`config.mk`:
```
export PLATFORM = sky130hd
export DESIGN_NAME = ashi_reg_bank
export DESIGN_NICKNAME = d
export VERILOG_FILES = /design/src/rtl/ashi_reg_bank.sv
export SDC_FILE = /design/constraint.sdc
export NUM_CORES = 1
export LEC_CHECK = 0
export ABC_AREA = 1
export CORE_AREA = 2 2 271 273
export DETAILED_ROUTE_END_ITERATION = 6
export DIE_AREA = 0 0 273 275
export PLACE_DENSITY = 0.53
export SLEW_MARGIN = 5
export SYNTH_ARGS = -nofsm -noshare
export SYNTH_HDL_FRONTEND = slang
export SYNTH_SLANG_ARGS = --single-unit
```
`constraint.sdc`:
```
create_clock -name clk -period 13.6 [get_ports clk]
set_clock_uncertainty 0.2 [all_clocks]
set_input_delay 1.36 -clock clk [delete_from_list [all_inputs] [get_ports clk]]
set_output_delay 1.36 -clock clk [all_outputs]
set_load 0.01 [all_outputs]
```
`src/rtl/ashi_reg_bank.sv`:
```
`default_nettype none
// ============================================================================
// Module   : ashi_reg_bank
// Purpose  : ASHI register bank with NUM_RW control and NUM_RO status registers.
//            Optional pending-interrupt register: define ASHI_REG_BANK_IRQ_EN.
// Revision : 1.0 - initial release
// ============================================================================
module ashi_reg_bank #(
    parameter int          NUM_RW     = 8,
    parameter int          NUM_RO     = 8,
    parameter int          RD_WAIT    = 2,
    parameter int          WR_WAIT    = 1,
    parameter logic [31:0] CTRL_RESET = 32'h0
) (
    input  logic                                    clk,
    input  logic                                    reset,
    input  logic [31:0]                             ASHI_WINDX,
    input  logic [31:0]                             ASHI_WDATA,
    input  logic                                    ASHI_WRITE,
    output logic                                    ASHI_WIDLE,
    output logic [1:0]                              ASHI_WRESP,
    input  logic [31:0]                             ASHI_RINDX,
    input  logic                                    ASHI_READ,
    output logic                                    ASHI_RIDLE,
    output logic [31:0]                             ASHI_RDATA,
    output logic [1:0]                              ASHI_RRESP,
    output logic [NUM_RW*32-1:0]                    ctrl_out,
    output logic [NUM_RW-1:0]                       wr_strobe,
    input  logic [(NUM_RO > 0 ? NUM_RO : 1)*32-1:0] status_in,
    input  logic [31:0]                             irq_src,
    output logic                                    irq
);

    localparam logic [1:0] c_okay    = 2'b00;
    localparam logic [1:0] c_slverr  = 2'b10;
    localparam logic [3:0] c_wr_wait = 4'(WR_WAIT);
    localparam logic [3:0] c_rd_wait = 4'(RD_WAIT);

    typedef enum logic [0:0] {W_IDLE = 1'b0, W_WAIT = 1'b1} wstate_t;
    typedef enum logic [0:0] {R_IDLE = 1'b0, R_WAIT = 1'b1} rstate_t;

    wstate_t           r_wstate, w_wstate_nxt;
    rstate_t           r_rstate, w_rstate_nxt;
    logic [3:0]        r_wcnt, r_rcnt;
    logic [1:0]        r_wresp, r_rresp, w_rresp;
    logic [31:0]       r_rdata, w_rdata;
    logic [31:0]       r_ctrl [NUM_RW];
    logic [NUM_RW-1:0] r_wr_strobe;
    logic              w_wr_go, w_rd_go, w_widx_rw, w_widx_irq;

    // Requests arriving during a wait phase are dropped.
    assign w_wr_go   = ASHI_WRITE && (r_wstate == W_IDLE);
    assign w_rd_go   = ASHI_READ  && (r_rstate == R_IDLE);
    assign w_widx_rw = (ASHI_WINDX < 32'(NUM_RW));

    // ---------------- write FSM ----------------
    always_comb begin
        w_wstate_nxt = r_wstate;
        case (r_wstate)
            W_IDLE:  if (w_wr_go && (c_wr_wait != 4'd0)) w_wstate_nxt = W_WAIT;
            W_WAIT:  if (r_wcnt == 4'd1) w_wstate_nxt = W_IDLE;
            default: w_wstate_nxt = W_IDLE;
        endcase
    end

    always_ff @(posedge clk or posedge reset) begin
        if (reset) r_wstate <= W_IDLE;
        else       r_wstate <= w_wstate_nxt;
    end

    always_ff @(posedge clk or posedge reset) begin
        if (reset) begin
            r_wcnt  <= 4'd0;
            r_wresp <= c_okay;
        end else if (w_wr_go) begin
            r_wcnt  <= c_wr_wait;
            r_wresp <= (w_widx_rw || w_widx_irq) ? c_okay : c_slverr;
        end else if (r_wstate == W_WAIT) begin
            r_wcnt  <= r_wcnt - 4'd1;
        end
    end

    always_ff @(posedge clk or posedge reset) begin
        if (reset) begin
            for (int i = 0; i < NUM_RW; i++) r_ctrl[i] <= CTRL_RESET;
            r_wr_strobe <= '0;
        end else begin
            r_wr_strobe <= '0;
            if (w_wr_go) begin
                for (int i = 0; i < NUM_RW; i++) begin
                    if (ASHI_WINDX == 32'(i)) begin
                        r_ctrl[i]      <= ASHI_WDATA;
                        r_wr_strobe[i] <= 1'b1;
                    end
                end
            end
        end
    end

    // ---------------- optional pending-interrupt register ----------------
`ifdef ASHI_REG_BANK_IRQ_EN
    localparam logic [31:0] c_irq_idx = 32'(NUM_RW + NUM_RO);

    logic [31:0] r_irq_src_q, r_pend, w_clr;
    logic        r_irq;

    assign w_widx_irq = (ASHI_WINDX == c_irq_idx);
    assign w_clr      = (w_wr_go && w_widx_irq) ? ASHI_WDATA : 32'h0;

    // A new source edge in the same cycle as a clear keeps the bit set.
    always_ff @(posedge clk or posedge reset) begin
        if (reset) begin
            r_irq_src_q <= 32'h0;
            r_pend      <= 32'h0;
            r_irq       <= 1'b0;
        end else begin
            r_irq_src_q <= irq_src;
            r_pend      <= (r_pend & ~w_clr) | (irq_src & ~r_irq_src_q);
            r_irq       <= |r_pend;
        end
    end

    assign irq = r_irq;
`else
    logic w_unused_irq_src;

    assign w_widx_irq       = 1'b0;
    assign w_unused_irq_src = ^irq_src;
    assign irq              = 1'b0;
`endif

    // ---------------- read FSM ----------------
    always_comb begin
        w_rdata = 32'h0;
        w_rresp = c_slverr;
        for (int i = 0; i < NUM_RW; i++) begin
            if (ASHI_RINDX == 32'(i)) begin
                w_rdata = r_ctrl[i];
                w_rresp = c_okay;
            end
        end
        for (int j = 0; j < NUM_RO; j++) begin
            if (ASHI_RINDX == 32'(NUM_RW + j)) begin
                w_rdata = status_in[32*j +: 32];
                w_rresp = c_okay;
            end
        end
`ifdef ASHI_REG_BANK_IRQ_EN
        if (ASHI_RINDX == c_irq_idx) begin
            w_rdata = r_pend;
            w_rresp = c_okay;
        end
`endif
    end

    always_comb begin
        w_rstate_nxt = r_rstate;
        case (r_rstate)
            R_IDLE:  if (w_rd_go && (c_rd_wait != 4'd0)) w_rstate_nxt = R_WAIT;
            R_WAIT:  if (r_rcnt == 4'd1) w_rstate_nxt = R_IDLE;
            default: w_rstate_nxt = R_IDLE;
        endcase
    end

    always_ff @(posedge clk or posedge reset) begin
        if (reset) r_rstate <= R_IDLE;
        else       r_rstate <= w_rstate_nxt;
    end

    always_ff @(posedge clk or posedge reset) begin
        if (reset) begin
            r_rcnt  <= 4'd0;
            r_rdata <= 32'h0;
            r_rresp <= c_okay;
        end else if (w_rd_go) begin
            r_rcnt  <= c_rd_wait;
            r_rdata <= w_rdata;
            r_rresp <= w_rresp;
        end else if (r_rstate == R_WAIT) begin
            r_rcnt  <= r_rcnt - 4'd1;
        end
    end

    // ---------------- outputs ----------------
    generate
        for (genvar g = 0; g < NUM_RW; g++) begin : g_ctrl_out
            assign ctrl_out[32*g +: 32] = r_ctrl[g];
        end
    endgenerate

    assign wr_strobe  = r_wr_strobe;
    assign ASHI_WIDLE = (r_wstate == W_IDLE);
    assign ASHI_WRESP = r_wresp;
    assign ASHI_RIDLE = (r_rstate == R_IDLE);
    assign ASHI_RDATA = r_rdata;
    assign ASHI_RRESP = r_rresp;

endmodule
`default_nettype wire

```
### After elaboration in Yosys (flattened, before gate mapping)

Cells that the tools add are included.
Widths: inputs -> output; s select.

* reductions and logical operators: 14
* add/sub/neg operators: 2
* muxes and demuxes: 52
* eq/ne operators: 24
* magnitude comparators: 1
* bitwise logic cells: 2

Operator list (number)
* $mux 32: 16
* $eq 32x3->1 const B: 8
* $eq 32x4->1 const B: 8
* $eq 32x2->1 const B: 4
* $eq 32x1->1 const B: 2
* $logic_not 32->1: 2
* $mux 2: 17
* $lt 32x4->1 const B: 1
* $mux 4: 4
* $reduce_and 2->1: 8
* $mux 1: 12
* $eq 4x1->1 const B: 2
* $mux 8: 1
* $sub 4x1->4 const B: 2
* $pmux 1 s2: 2
* $reduce_bool 2->1: 2
* $logic_and 1x1->1: 2
* $not 1->1: 2

* output and inout port bits: 303
* register bits after elaboration: 310

### Longest topological paths before layout

* depth in word-level cells: 17
* depth in mapped cells: 22
* depth with buffers taken out: 22

### Least setup slack after synthesis

No wires, ideal clock.

* path type: input to register
* start: in ASHI_RINDX[23]
* end: reg r_rdata[14] (netlist: ASHI_RDATA[14])
* library setup time: 0.116 ns
* path slack: 10.470 ns
* data arrival time: 2.814 ns
* path buffers: 0
* cell stages on the path: 19
* cells stage by stage: nor2_1 > nand2_1 > inv_1 > nand2_1 > nor2_4 > nand2_4 > nor2_8 > nand2_2 > or2_0 > nand2_1 > nand2_1 > nand2_1 > nand3_1 > nand2_1 > nand3_1 > nand2_1 > nand2_1 > nand2_1 > nand2_1

* word-level cells in the longest chain between the ends: 17

RTL lines
* start, declared: RTL line 22 `input logic [31:0] ASHI_RINDX,`
* $logic_not 32->1: RTL line 137 `if (ASHI_RINDX == 32'(i)) begin`
* $mux 32 (8 in series): RTL line 137
* $mux 32 (7 in series): RTL line 143 `if (ASHI_RINDX == 32'(NUM_RW + j)) begin`
* $mux 32 *: RTL line 143
* end signal, assigned: RTL line 177 `r_rdata <= w_rdata;`
* end, declared: RTL line 46 `logic [31:0] r_rdata, w_rdata;`

Mark *: on every way between the ends. The rest lies on a longest branch, timed or not.
A chain may end at the register's enable or synchronous reset.

### Final worst setup path

* start: in ASHI_RINDX[4]
* end: reg r_rdata[30] (netlist: ASHI_RDATA[30])

The elaborated chain is that of the path after synthesis.

==> impl_metrics.toml <==
[routing]
avgRoutedWirePerCell_um = 21.8
highest_layer = "met5"
drt-vias-per-instance = 4.49
wl_met2_um = 38900
postRouteWirelength_um = 82700
routedLengthMet1_um = 34400
drc = 0
drt-initial-drc-count = 1129
met3_length_um = 6570
vias = 17100
drtPass1Iterations = 5
antenna_left = 0

[die]
io_pins = 691
start_util_pct = 22.1
dieHeight_um = 275
die_w_um = 273
row_count = 99
core_area_um2 = 72300
fp.dieArea_um2 = 75100

[pwr]
power.leakage_nw = 10.9
worst_ir_drop_vdd_uv = 55.2
total_power_mw = 2.24
p_per_area_nw_per_um2 = 89.9

[worst_setup_path]
arrival_time_at_the_worst_endpoint_ns = 5.35
reg2reg_slack_ns = 11.09
ff2ff_path_depth = 10
critPathMostFrequentCell = "sky130_fd_sc_hd__nand2_1"
reg2reg_from = "ctrl_out[62]$_DFFE_PP0P_"
largest_fanout_of_any_net_on_the_critical_path = 16
type_of_the_setup_path_with_the_least_slack = "input port to flop"
crit_chain = "clkdlybuf4s50_1 > inv_1 > nand2_1 > nor2_1 > nand2_1 > nor2_4 > nand3_1 > nor2_4 > buf_4 > nand2_1 > nand4_1 > nor2_1 > nand4_1 > nor2_1 > nand4_1 > nand2_1 > nand2_1"
timing.critical_path.required_ns = 13.88
cp_slowest_cell = "sky130_fd_sc_hd__nor2_1"
cpPeakStageDelay_ns = 0.58
worstReg2RegEnd = "ASHI_RDATA[30]$_DFFE_PP0P_"
critPathCaptureType = "flop"
startpoint_type = "input port"

[placement]
detailedPlacementHpwl_um = 59900
post-place-cells = 3728
dp_worst_setup_slack_ns = 7.97
finalWeightedCongestion = 0.902
io_buffers = 655

[cts]
cts.hold.buffers_added = 0
clock_root_buffer = "sky130_fd_sc_hd__clkbuf_16"
clk_path_buf_depth = 3
tritoncts = "done"
h-tree-depth = 2
cts.repair_timing.setup_buffer_count = 0
clock_sink_count = 308
cts_made_buffers = 39
clk_pin_slew_ns = 0.06
clock_latency_ns = 0.55
cts-resized-gates = 0

[synthesis]
synth_enable_flop_cells = 0
synth-seq-cells = 308
yosysWarningCount = 0
dominantRegCellSynth = "sky130_fd_sc_hd__dfrtp_1"
synth_area_per_cell_um2 = 7.30
mappedNetlistArea_um2 = 16000
async_reset_ff_share_pct = 100
synth_seq_area_share_pct = 48.1
synth_cell_types = 37
netlist_instances = 2194

[cells_and_area]
nNetsFinal = 3202
post_route_cells_drive_above_1_share_pct = 4.41
final.fill_count = 7817
relative_area_change_from_synthesis_to_final_layout_pct = 55.5
stdcell_count = 3799
postLayoutCoreUtil_pct = 34.4

[sta]
rsz_0062_raised_after_global_routing = "no"
fmax_mhz = 197
finalWorstSetupSlack_ns = 8.53
finalCritPeriodShare_pct = 37.3
worst_slew_margin_rel_pct = 22.7
timing.final.setup_violations = 0
drv_slew = 0
final_hold_viol_count = 0
timing_worst_slew_pin_value_ns = 1.16
sum_of_negative_setup_slack_ns = 0
period_minus_slack_ns = 5.07

[global_routing]
grt_start_max_net_pins = 122
grt_first_pass_wirelength_um = 114000
gr-usage-all-layers_pct = 20.9
globalRoute.totalOverflow = 0
grt_pass1_vias = 16300
number_of_antenna_violations_at_the_first_check_in_global_routing = 7

[run_status]
outcome = "completed"

[hold_path]
min_to = "r_wcnt[2]$_DFFE_PP0P_"
hold_path.class = "flop to flop"
min_path_cells = 1
worst_hold_startpoint = "r_wcnt[2]$_DFFE_PP0P_"

[flow_run]
drv_cap = 0
==> sequential cells by signal, summed over array words and instances, names as in the netlist <==
signal and cells:
ctrl_out 256, ASHI_RDATA 32, wr_strobe 8, r_rcnt 4, r_wcnt 4, ASHI_RRESP 1
ASHI_WRESP 1, r_rstate 1, r_wstate 1
==> placed cells by master, fill, tap and decap left out, drive strengths merged, types with 4 or more instances in the layout <==
master	netlist	layout
nand2	741	741
clkdlybuf4s50	0	655
dfrtp	308	308
o21ai	275	275
nor2	244	244
inv	204	205
nand3	130	130
nand4	120	120
clkbuf	77	59
nor3	25	25
buf	29	24
a21oi	10	10
nor4	7	7
a31oi	4	4
or2	4	4
ha	4	4
clkinv	0	4
==> cell families (layout without fill, tap and decap cells) <==
kind of cell	after synthesis	in the layout	synth area share (%)
simple gates	1271	1271	34.2
buf+inv	310	951	7.75
compound gates	300	300	9.61
fa+ha+maj	4	4	0.312
flops	308	308	48.1
other cells	1	6	0.0234
==> synth_stat cells, drive strengths merged (2+ instances only) <==
cell,number,area share [%]
nand2,741,17
dfrtp,308,48
o21ai,275,8.6
nor2,244,6.3
inv,204,4.8
nand3,130,4.2
nand4,120,4.7
clkbuf,77,1.8
buf,29,1.2
nor3,25,1.2
a21oi,10,0.31
nor4,7,0.27
a31oi,4,0.16
ha,4,0.31
or2,4,0.16
a221oi,2,0.11
a22oi,2,0.094
o31ai,2,0.094
==> final cells by class <==
class | instances | area (um2) | share of cell area (%)
diodes | 3 | 7.51 | 0.0301
well taps | 959 | 1200 | 4.82
clock inverters | 9 | 130 | 0.523
inverters | 204 | 773 | 3.11
flip-flops and latches | 308 | 7710 | 31.0
repair buffers | 679 | 6740 | 27.1
multi-input cells | 1578 | 7160 | 28.8
clock buffers | 59 | 1180 | 4.75
==> per-stage QoR <==
step | cell area, um2 | hold slack [ns]
after floorplan | 16000 | 0.238
after global placement | 23600 | 0.255
after detailed placement | 23600 | 0.260
after CTS | 24900 | 0.268
after global routing | 24900 | 0.287
final | 24900 | 0.269
==> routing by layer <==
metal  up-vias  GRT usage (%)
li1       8322              -
met5         -              0
met1      8082           26.1
met4         8           7.08
met3       114           6.41
met2       548           34.4
==> critical path: cells and delay by family <==
kind | cells | cell delay [ns]
buffers and inverters | 3 | 0.88
AND/OR/NAND/NOR | 14 | 3.08
==> worst max-delay path by stage <==
stage	start	endpoint	slack (ns)
floorplan	reset	ASHI_RDATA[0]$_DFFE_PP0P_	3.52
CTS	ASHI_RINDX[4]	ASHI_RDATA[30]$_DFFE_PP0P_	8.54
finish	ASHI_RINDX[4]	ASHI_RDATA[30]$_DFFE_PP0P_	8.53
global route	ASHI_RINDX[4]	ASHI_RDATA[30]$_DFFE_PP0P_	8.23
detailed placement	ASHI_RINDX[4]	ASHI_RDATA[30]$_DFFE_PP0P_	7.97
global placement	ASHI_RINDX[4]	ASHI_RDATA[30]$_DFFE_PP0P_	7.98
==> where the power goes <==
group / internal (mW) / switching [mW]
clock network: 0.656 / 0.422
logic: 0.118 / 0.0979
registers: 0.933 / 0.0120
total: 1.71 / 0.532
No activity file was read; power rests on OpenSTA's default activity.
